**config.mk**
```make
export PLATFORM = sky130hd
export DESIGN_NAME = sub_arbiter_flat
export DESIGN_NICKNAME = d
export VERILOG_FILES = /design/src/rtl/sub_arb_pkg.sv /design/src/rtl/sub_arbiter_if.sv /design/src/rtl/sub_unit.sv /design/src/rtl/sub_arbiter.sv /design/src/flat_wrapper.sv
export SDC_FILE = /design/constraint.sdc
export NUM_CORES = 1
export LEC_CHECK = 0
export ABC_AREA = 1
export BUFFER_PORTS_ARGS = -buffer_cell sky130_fd_sc_hd__buf_2
export CAP_MARGIN = 20
export CORE_MARGIN = 2
export CORE_UTILIZATION = 45
export DETAILED_ROUTE_END_ITERATION = 7
export GPL_ROUTABILITY_DRIVEN = 0
export HOLD_SLACK_MARGIN = 0.1
export PLACE_DENSITY = 0.78
export REMOVE_ABC_BUFFERS = 1
export SYNTH_ARGS = -nofsm -noshare
export SYNTH_HDL_FRONTEND = slang
export SYNTH_HIERARCHICAL = 1
export SYNTH_SLANG_ARGS = --single-unit
```
**constraint.sdc**
```tcl
create_clock -name clock -period 2.5 [get_ports clock]
set_input_delay 0.125 -clock clock [delete_from_list [all_inputs] [get_ports clock]]
set_output_delay 0.125 -clock clock [all_outputs]
set_load 0.1 [all_outputs]
```
**src/rtl/sub_arb_pkg.sv**
```systemverilog
// -----------------------------------------------------------------------------
// sub_arb_pkg
// Shared constants, types and helpers for the round-robin subtractor arbiter.
//   NUM_REQ_DEF / WIDTH_DEF : default requester count and datapath width
//   slot_state_t            : occupancy of the single output slot
//   clog2 / id_width        : width of the requester-id field
// -----------------------------------------------------------------------------
package sub_arb_pkg;

    localparam int NUM_REQ_DEF = 4;
    localparam int WIDTH_DEF   = 8;

    // EMPTY: slot free; FULL: slot holds a result the consumer has not taken.
    typedef enum logic {
        EMPTY = 1'b0,
        FULL  = 1'b1
    } slot_state_t;

    // Ceiling log2 for elaboration-time width computation.
    function automatic int clog2(input int value);
        int r;
        r = 0;
        while ((1 << r) < value) begin
            r++;
        end
        return r;
    endfunction

    // Id field is never narrower than one bit.
    function automatic int id_width(input int num_req);
        return (clog2(num_req) < 1) ? 1 : clog2(num_req);
    endfunction

endpackage : sub_arb_pkg

```
**src/rtl/sub_arbiter_if.sv**
```systemverilog
// -----------------------------------------------------------------------------
// sub_arbiter_if
// Bundles the requester and consumer handshakes of sub_arbiter.
//   req_valid  [NUM_REQ]        requester i presents operands
//   req_a/b    [NUM_REQ*WIDTH]  operands, requester i in [i*WIDTH +: WIDTH]
//   req_ready  [NUM_REQ]        one-hot grant (or zero)
//   resp_valid/resp_data/resp_id  output slot contents
//   resp_ready                  consumer accepts the slot
//   resp_borrow                 a < b flag (only with SUB_ARB_BORROW_EN)
// Modports: master = requesters + consumer side, slave = arbiter side.
// -----------------------------------------------------------------------------
interface sub_arbiter_if
    import sub_arb_pkg::*;
#(
    parameter int NUM_REQ = NUM_REQ_DEF,
    parameter int WIDTH   = WIDTH_DEF
);

    localparam int ID_W = id_width(NUM_REQ);

    logic [NUM_REQ-1:0]       req_valid;
    logic [NUM_REQ*WIDTH-1:0] req_a;
    logic [NUM_REQ*WIDTH-1:0] req_b;
    logic [NUM_REQ-1:0]       req_ready;
    logic                     resp_valid;
    logic [WIDTH-1:0]         resp_data;
    logic [ID_W-1:0]          resp_id;
    logic                     resp_ready;
`ifdef SUB_ARB_BORROW_EN
    logic                     resp_borrow;
`endif

    modport master (
        output req_valid,
        output req_a,
        output req_b,
        input  req_ready,
        input  resp_valid,
        input  resp_data,
        input  resp_id,
`ifdef SUB_ARB_BORROW_EN
        input  resp_borrow,
`endif
        output resp_ready
    );

    modport slave (
        input  req_valid,
        input  req_a,
        input  req_b,
        output req_ready,
        output resp_valid,
        output resp_data,
        output resp_id,
`ifdef SUB_ARB_BORROW_EN
        output resp_borrow,
`endif
        input  resp_ready
    );

endinterface : sub_arbiter_if

```
**src/rtl/sub_unit.sv**
```systemverilog
// -----------------------------------------------------------------------------
// sub_unit
// Purely combinational WIDTH-bit unsigned subtractor.
//   a_i      : minuend
//   b_i      : subtrahend
//   diff_o   : a_i - b_i modulo 2^WIDTH
//   borrow_o : high when a_i < b_i (unsigned)
// -----------------------------------------------------------------------------
module sub_unit #(
    parameter int WIDTH = sub_arb_pkg::WIDTH_DEF
) (
    input  logic [WIDTH-1:0] a_i,
    input  logic [WIDTH-1:0] b_i,
    output logic [WIDTH-1:0] diff_o,
    output logic             borrow_o
);

    // One extra bit on the left catches the borrow out of the MSB.
    logic [WIDTH:0] full_diff;

    assign full_diff = {1'b0, a_i} - {1'b0, b_i};
    assign diff_o    = full_diff[WIDTH-1:0];
    assign borrow_o  = full_diff[WIDTH];

endmodule : sub_unit

```
**src/rtl/sub_arbiter.sv**
```systemverilog
// -----------------------------------------------------------------------------
// sub_arbiter
// Round-robin arbiter sharing one subtractor among NUM_REQ requesters. The
// winner's a - b is registered into a single output slot, tagged with the
// requester id, and held until the consumer accepts it. A new result may be
// loaded in the same cycle the old one drains, so throughput is one per cycle.
//
// Ports:
//   clock : rising-edge clock
//   reset : asynchronous active-low reset, synchronous release
//   bus   : sub_arbiter_if.slave (request / response handshakes)
//
// Optional feature (macro SUB_ARB_BORROW_EN): adds bus.resp_borrow, a register
// loaded with (a < b) on each transfer and held alongside resp_data.
// -----------------------------------------------------------------------------
module sub_arbiter
    import sub_arb_pkg::*;
#(
    parameter int NUM_REQ = NUM_REQ_DEF,
    parameter int WIDTH   = WIDTH_DEF
) (
    input  logic          clock,
    input  logic          reset,
    sub_arbiter_if.slave  bus
);

    localparam int              ID_W    = id_width(NUM_REQ);
    localparam logic [ID_W-1:0] LAST_ID = ID_W'(NUM_REQ - 1);

    slot_state_t      state_q, state_d;
    logic [ID_W-1:0]  ptr_q, ptr_d;
    logic [ID_W-1:0]  id_q, id_d;
    logic [WIDTH-1:0] data_q, data_d;

    logic             found;
    logic [ID_W-1:0]  winner;
    logic             can_accept;
    logic             transfer;
    logic [WIDTH-1:0] a_sel, b_sel;
    logic [WIDTH-1:0] diff;
    int               idx;

`ifdef SUB_ARB_BORROW_EN
    logic             borrow_q, borrow_d;
    logic             sub_borrow;
`else
    logic             unused_borrow;
`endif

    // -------------------------------------------------------------------------
    // Round-robin pick: first valid requester at or after ptr, wrapping.
    // -------------------------------------------------------------------------
    // NOTE: every signal written in a combinational block gets a default at
    // the top so no path leaves it unassigned; otherwise a latch is inferred.
    always_comb begin
        found  = 1'b0;
        winner = '0;
        idx    = 0;
        for (int k = 0; k < NUM_REQ; k++) begin
            idx = int'(ptr_q) + k;
            if (idx >= NUM_REQ) begin
                idx = idx - NUM_REQ;
            end
            if (!found && bus.req_valid[idx]) begin
                found  = 1'b1;
                winner = ID_W'(idx);
            end
        end
    end

    // The slot can take a new result if it is free or is being drained now.
    // Grants are suppressed while reset is held so nothing is handshaken away.
    assign can_accept = (state_q == EMPTY) || bus.resp_ready;
    assign transfer   = found && can_accept && reset;

    always_comb begin
        bus.req_ready = '0;
        if (transfer) begin
            bus.req_ready[winner] = 1'b1;
        end
    end

    // -------------------------------------------------------------------------
    // Shared subtractor, fed by the winner's operands. Its result only reaches
    // the outputs through the slot register.
    // -------------------------------------------------------------------------
    assign a_sel = bus.req_a[int'(winner)*WIDTH +: WIDTH];
    assign b_sel = bus.req_b[int'(winner)*WIDTH +: WIDTH];

    sub_unit #(
        .WIDTH (WIDTH)
    ) u_sub (
        .a_i      (a_sel),
        .b_i      (b_sel),
        .diff_o   (diff),
`ifdef SUB_ARB_BORROW_EN
        .borrow_o (sub_borrow)
`else
        .borrow_o (unused_borrow)
`endif
    );

    // -------------------------------------------------------------------------
    // Slot FSM: next state and slot contents.
    // A transfer always loads the slot (covers both EMPTY and drain-and-reload
    // in FULL); a drain without a transfer frees it but keeps the old data so
    // resp_data never goes unknown.
    // -------------------------------------------------------------------------
    always_comb begin
        state_d = state_q;
        ptr_d   = ptr_q;
        id_d    = id_q;
        data_d  = data_q;
`ifdef SUB_ARB_BORROW_EN
        borrow_d = borrow_q;
`endif
        if (transfer) begin
            state_d = FULL;
            data_d  = diff;
            id_d    = winner;
            ptr_d   = (winner == LAST_ID) ? '0 : winner + ID_W'(1);
`ifdef SUB_ARB_BORROW_EN
            borrow_d = sub_borrow;
`endif
        end else if ((state_q == FULL) && bus.resp_ready) begin
            state_d = EMPTY;
        end
    end

    // NOTE: sequential state uses non-blocking assignments so every register
    // samples the pre-edge values regardless of statement order.
    always_ff @(posedge clock or negedge reset) begin
        if (!reset) begin
            state_q <= EMPTY;
            ptr_q   <= '0;
            id_q    <= '0;
            data_q  <= '0;
        end else begin
            state_q <= state_d;
            ptr_q   <= ptr_d;
            id_q    <= id_d;
            data_q  <= data_d;
        end
    end

`ifdef SUB_ARB_BORROW_EN
    always_ff @(posedge clock or negedge reset) begin
        if (!reset) begin
            borrow_q <= 1'b0;
        end else begin
            borrow_q <= borrow_d;
        end
    end

    assign bus.resp_borrow = borrow_q;
`endif

    // -------------------------------------------------------------------------
    // Outputs straight from the slot registers.
    // -------------------------------------------------------------------------
    assign bus.resp_valid = (state_q == FULL);
    assign bus.resp_data  = data_q;
    assign bus.resp_id    = id_q;

endmodule : sub_arbiter

```
**src/flat_wrapper.sv**
```systemverilog
// flat-port wrapper written by rule: the top's interface ports become plain ports
module sub_arbiter_flat import sub_arb_pkg::*;
#(
    parameter int NUM_REQ = NUM_REQ_DEF,
    parameter int WIDTH   = WIDTH_DEF
)
  (clock, reset, bus_req_valid, bus_req_a, bus_req_b, bus_req_ready, bus_resp_valid, bus_resp_data, bus_resp_id, bus_resp_ready);
  sub_arbiter_if #(.NUM_REQ(NUM_REQ), .WIDTH(WIDTH)) bus_i ();
  input  logic clock;
  input  logic reset;
  input wire logic [$bits(bus_i.req_valid)-1:0] bus_req_valid;
  input wire logic [$bits(bus_i.req_a)-1:0] bus_req_a;
  input wire logic [$bits(bus_i.req_b)-1:0] bus_req_b;
  output wire logic [$bits(bus_i.req_ready)-1:0] bus_req_ready;
  output wire logic [$bits(bus_i.resp_valid)-1:0] bus_resp_valid;
  output wire logic [$bits(bus_i.resp_data)-1:0] bus_resp_data;
  output wire logic [$bits(bus_i.resp_id)-1:0] bus_resp_id;
  input wire logic [$bits(bus_i.resp_ready)-1:0] bus_resp_ready;
  assign bus_i.req_valid = bus_req_valid;
  assign bus_i.req_a = bus_req_a;
  assign bus_i.req_b = bus_req_b;
  assign bus_req_ready = bus_i.req_ready;
  assign bus_resp_valid = bus_i.resp_valid;
  assign bus_resp_data = bus_i.resp_data;
  assign bus_resp_id = bus_i.resp_id;
  assign bus_i.resp_ready = bus_resp_ready;
  sub_arbiter #(.NUM_REQ(NUM_REQ), .WIDTH(WIDTH)) u_core (.clock(clock), .reset(reset), .bus(bus_i));
endmodule
```
## Word-level counts from Yosys, hierarchy flattened

Index checks and enable logic that the tools add are counted.

- Add/sub/neg operators: 9
- Order comparisons: 10
- Equal/unequal tests: 1
- Shift operators: 2
- Multiplexer cells: 30
- Bitwise operators: 1
- Reductions and logical operators: 12

Operators with widths:

| operator | number |
|---|---|
| $lt 32x4->1 const B | 4 |
| $mux 32 | 4 |
| $ge 32x4->1 const B | 3 |
| $sub 32x4->32 const B | 3 |
| $shiftx 32x6->8 | 2 |
| $mux 1 | 15 |
| $mux 2 | 5 |
| $bmux 1 s2 | 4 |
| $sub 8x8->8 | 1 |
| $logic_and 1x1->1 | 7 |
| $add 2x2->3 const B | 2 |
| $mux 4 | 1 |
| $sub 2x3->4 const B | 1 |
| $add 2x1->3 const B | 1 |
| $ge 2x3->1 const B | 1 |
| $logic_not 1->1 | 3 |
| $lt 2x3->1 const B | 1 |
| $add 2x1->2 const B | 1 |
| $demux 1 s2 | 1 |
| $eq 2x2->1 const B | 1 |
| $ge 2x1->1 const B | 1 |
| $reduce_bool 2->1 | 1 |
| $logic_or 1x1->1 | 1 |
| $not 1->1 | 1 |

- Bits in registers: 13
- Output and inout port bits: 15

## Logic depth before layout (Yosys ltp)

- Word-level depth: 20
- Mapped depth: 25

## By module

Netlist, hierarchy kept.

By module, submodules not included:

| module | instances | cells each | area each (um2) | seq. area each (um2) |
|---|---|---|---|---|
| sub_arbiter | 1 | 312 | 1699.1 | 325.3 |
| sub_unit | 1 | 77 | 411.6 | 0.0 |

## Least setup slack after synthesis

Ideal clock, no wire load.

- Kind: register to output
- From: register u_core.ptr_q[0]
- To: output port bus_req_ready[3]
- Data arrival time: 2.781 ns
- Setup slack: -0.406 ns
- Cell stages (with the launch flop): 13
- Buffers on the path: 2
- Cells stage by stage: dfrtp_1 > buf_6 > inv_6 > nand2_1 > nand3_1 > nand2_1 > nor2_4 > nand3_1 > nand3_1 > buf_2 > ha_1 > inv_1 > nor2_1

- Cells in the longest elaborated chain, start to end: 20
- Elaborated cells on any way between the ends: 49
- Those cells by class: add/sub: 7; order compare: 6; mux: 27; reduce/logical: 9

Ends and longest elaborated chain:

| item | RTL line | source |
|---|---|---|
| start: declaration | sub_arbiter.sv:31 | `logic [ID_W-1:0] ptr_q, ptr_d;` |
| start signal: assignment | sub_arbiter.sv:140 | `ptr_q <= ptr_d;` |
| parallel branches: the longest is 19 deep, another holds $sub 32x4->32 | - |  |
| $mux 4 (*) | sub_arbiter.sv:78 | `if (transfer) begin` |
| end: declaration | flat_wrapper.sv:14 | `output wire logic [$bits(bus_i.req_ready)-1:0] bus_req_ready;` |

Every way passes the cells marked *. The select of a mux whose other input is x is not followed.

## Worst setup path after layout

- From: register u_core.ptr_q[0]
- To: register u_core.data_q[4], in the netlist u_core/bus.resp_data[4]

- Cells in the longest elaborated chain, start to end: 17
- Elaborated cells on any way between the ends: 46
- Those cells by class: add/sub: 8; order compare: 4; shift: 2; mux: 24; reduce/logical: 8

Ends and longest elaborated chain:

| item | RTL line | source |
|---|---|---|
| parallel branches: the longest is 14 deep, another holds $sub 32x4->32 | - |  |
| $mux 2 (*) | sub_arbiter.sv:64 | `if (!found && bus.req_valid[idx]) begin` |
| $shiftx 32x6->8 (*) | sub_arbiter.sv:87 | `assign a_sel = bus.req_a[int'(winner)*WIDTH +: WIDTH];` |
| net u_core.a_sel[0] | sub_arbiter.sv:39 | `logic [WIDTH-1:0] a_sel, b_sel;` |
| $sub 8x8->8 (*) | sub_unit.sv:21 | `assign full_diff = {1'b0, a_i} - {1'b0, b_i};` |
| net u_core.diff[4] | sub_arbiter.sv:40 | `logic [WIDTH-1:0] diff;` |
| end signal: assignment | sub_arbiter.sv:142 | `data_q <= data_d;` |
| end: declaration | sub_arbiter.sv:33 | `logic [WIDTH-1:0] data_q, data_d;` |

Mark *: on every way through the listed nets, which the timed path passes. The select of a mux whose other input is x is not followed.
A chain may end at the register's enable or synchronous reset.

==> run summary <==
Run status: finished, violations left
Failing checks: setup timing
Die Y: 72.1 um
CTS tree: built
WL per Instance: 13.1 um
Worst setup EP type: register
Hold WS: 0.312 ns
CP delay by family, top: simple AND/OR/NAND/NOR gates
Ports: 86
WP buf/inv: 4
Routed Antenna Nets: 0
Site Rows: 24
Drt first pass iters: 5
Placed Area: 2830 um^2
Total track usage: 23.4%
CTS Buf Count: 3
Post-Route Skew: 0.000932 ns
Total die area: 5200 um^2
Clk slew on worst S/H paths: 0.05 ns
Filler Cells Inserted: 329
Via count: 2,863
Max Freq: 341 MHz
Final-report max-slew violation count: 0
Clock Latency Late Sink: 0.24 ns
Clk buf depth: 2
Finished Layout Cells: 563
Max-Cap Viols: 0
Nets: 593
Total negative setup slack: -2.26 ns
Post-route cell area: 3450 um^2
Synth Cell Area: 2090 um^2
Placeable Area: 4410 um^2
Fraction of layout cells with a size suffix above 1: 43.2%
Slew HR: 67.4%
R2r endpoint: u_core/bus.resp_data[4]$_DFFE_PN0P_
End of the critical path: u_core/bus.resp_data[4]$_DFFE_PN0P_
CTS Root Cell: clkbuf_8
Number of port buffers: 85
Avg Cell Area, Syn: 5.44 um^2
Largest net degree at the start of global routing: 25
Cell count after synthesis: 384
Final wirelength: 7.36 mm
CP Launch Type: register
Period utilization: 117%
Post-route DRC: 0
First-pass GRT wire length: 10.2 mm
CP max stage delay: 0.47 ns
Starting Density: 47.3%
Final min period: 2.93 ns
RSZ-0062 raised after global routing: yes
Setup violators final: 8
Die W: 72.1 um
Critical path cell sequence: inv_6, nand2_1, nand3_1, nand2_1, nand2_2, nand2_2, nand2_4, nand3_4, buf_6, buf_4, nand2_2, nand3_2, nand2_2, inv_2, ha_4, fa_2, nor2_4, nor2_1, xnor2_1, nand2_1, nand2_1
Dpl cells: 538
Crit Path Max Fanout: 9
CP Class: reg -> reg
# H-tree levels: 1
Layout area overhead: 64.9%
CP max stage cell: dfrtp_2
GR Overflow Total: 0
DP Wirelength: 4.48 mm
Worst R2R Path Depth: 21
Initial drt markers: 173
R2R setup slack: -0.43 ns
Vias per cell: 5.09
HP Class: in -> async
Critical Path AT: 3.05 ns
Critical Path Stages: 21
WP data required: 2.62 ns
Syn. warnings: 6
Reg2reg start: u_core/ptr_q[0]$_DFFE_PN0P_
TritonCTS sink count: 13
Number of global-route vias before repair: 2,564
Initial antenna violation count: 0
N_diodes: 0
Crit path from: u_core/ptr_q[0]$_DFFE_PN0P_
Worst Slack Setup Final: -0.432 ns
Hold Vio Cnt, Final: 0
Slew @ Worst Pin: 0.493 ns
-- cell type report --
| type | count | area (um^2) | area share (%) |
|---|---|---|---|
| repair buffers | 141 | 1070 | 31.2 |
| inverters | 100 | 383 | 11.1 |
| clock buffers | 4 | 45.0 | 1.31 |
| multi-input cells | 253 | 1550 | 45.0 |
| well taps | 52 | 65.1 | 1.89 |
| flip-flops and latches | 13 | 328 | 9.51 |
-- per-stage QoR --
| step | worst slack, ns | util (%) |
|---|---|---|
| 2_1_floorplan | -1.07 | - |
| 3_3_place_gp | -0.286 | 64.1 |
| 3_5_place_dp | -0.402 | 64.1 |
| 4_1_cts | -0.208 | 69.0 |
| 5_1_grt | -0.553 | 78.1 |
| 6_report | -0.432 | 78.1 |
-- state kept, by name, summed over array words and instances, names as in the netlist --
| name | cells |
|---|---|
| u_core/bus.resp_valid | 1 |
| u_core/bus.resp_data | 8 |
| u_core/ptr_q | 2 |
| u_core/bus.resp_id | 2 |
-- placed cells by master (no fill, tap or decap), types with 5 or more instances in the layout --
cell / count
buf_2: 81
nand2_1: 99
dfrtp_1: 11
nand2_2: 33
buf_12: 10
nor2_1: 7
nand2_4: 5
nand4_1: 32
inv_1: 88
buf_6: 10
nand3_1: 39
ha_4: 6
nand3_2: 5
buf_4: 35
nor2_4: 7
inv_2: 10
-- how the worst min path moves through the flow --
stage	cells past startpoint	start	to
final	2	reset	u_core/bus.resp_data[0]$_DFFE_PN0P_
after global routing	2	reset	u_core/bus.resp_id[0]$_DFFE_PN0P_
after CTS	2	reset	u_core/bus.resp_data[7]$_DFFE_PN0P_
after detailed placement	1	reset	u_core/ptr_q[1]$_DFFE_PN0P_
after global placement	1	reset	u_core/ptr_q[1]$_DFFE_PN0P_
after floorplan	0	reset	u_core/bus.resp_data[0]$_DFFE_PN0P_
-- layer usage --
layer / vias up / wire (um) / part of all wire [%] / global-route usage [%]
met3: 16 / 409 / 5.6 / 0.972
met1: 1292 / 2810 / 38 / 26.6
met4: 0 / 135 / 1.8 / 5.66
met2: 129 / 4000 / 54 / 47.0
li1: 1426 / - / - / -
met5: - / 0 / 0 / 0
-- timing repair --
action | CTS | global route
gates cloned | 1 | 1
setup endpoints to repair | 9 | 11
hold buffers | 2 | 0
endpoints found under the hold margin | 14 | 0
buffers inserted | 2 | 15
pin swaps | 7 | 45
gates resized for setup | 23 | 72
Power is left out: the tool's default activity adds up to more than one toggle a clock period on the data nets, which glitch-free logic cannot reach.
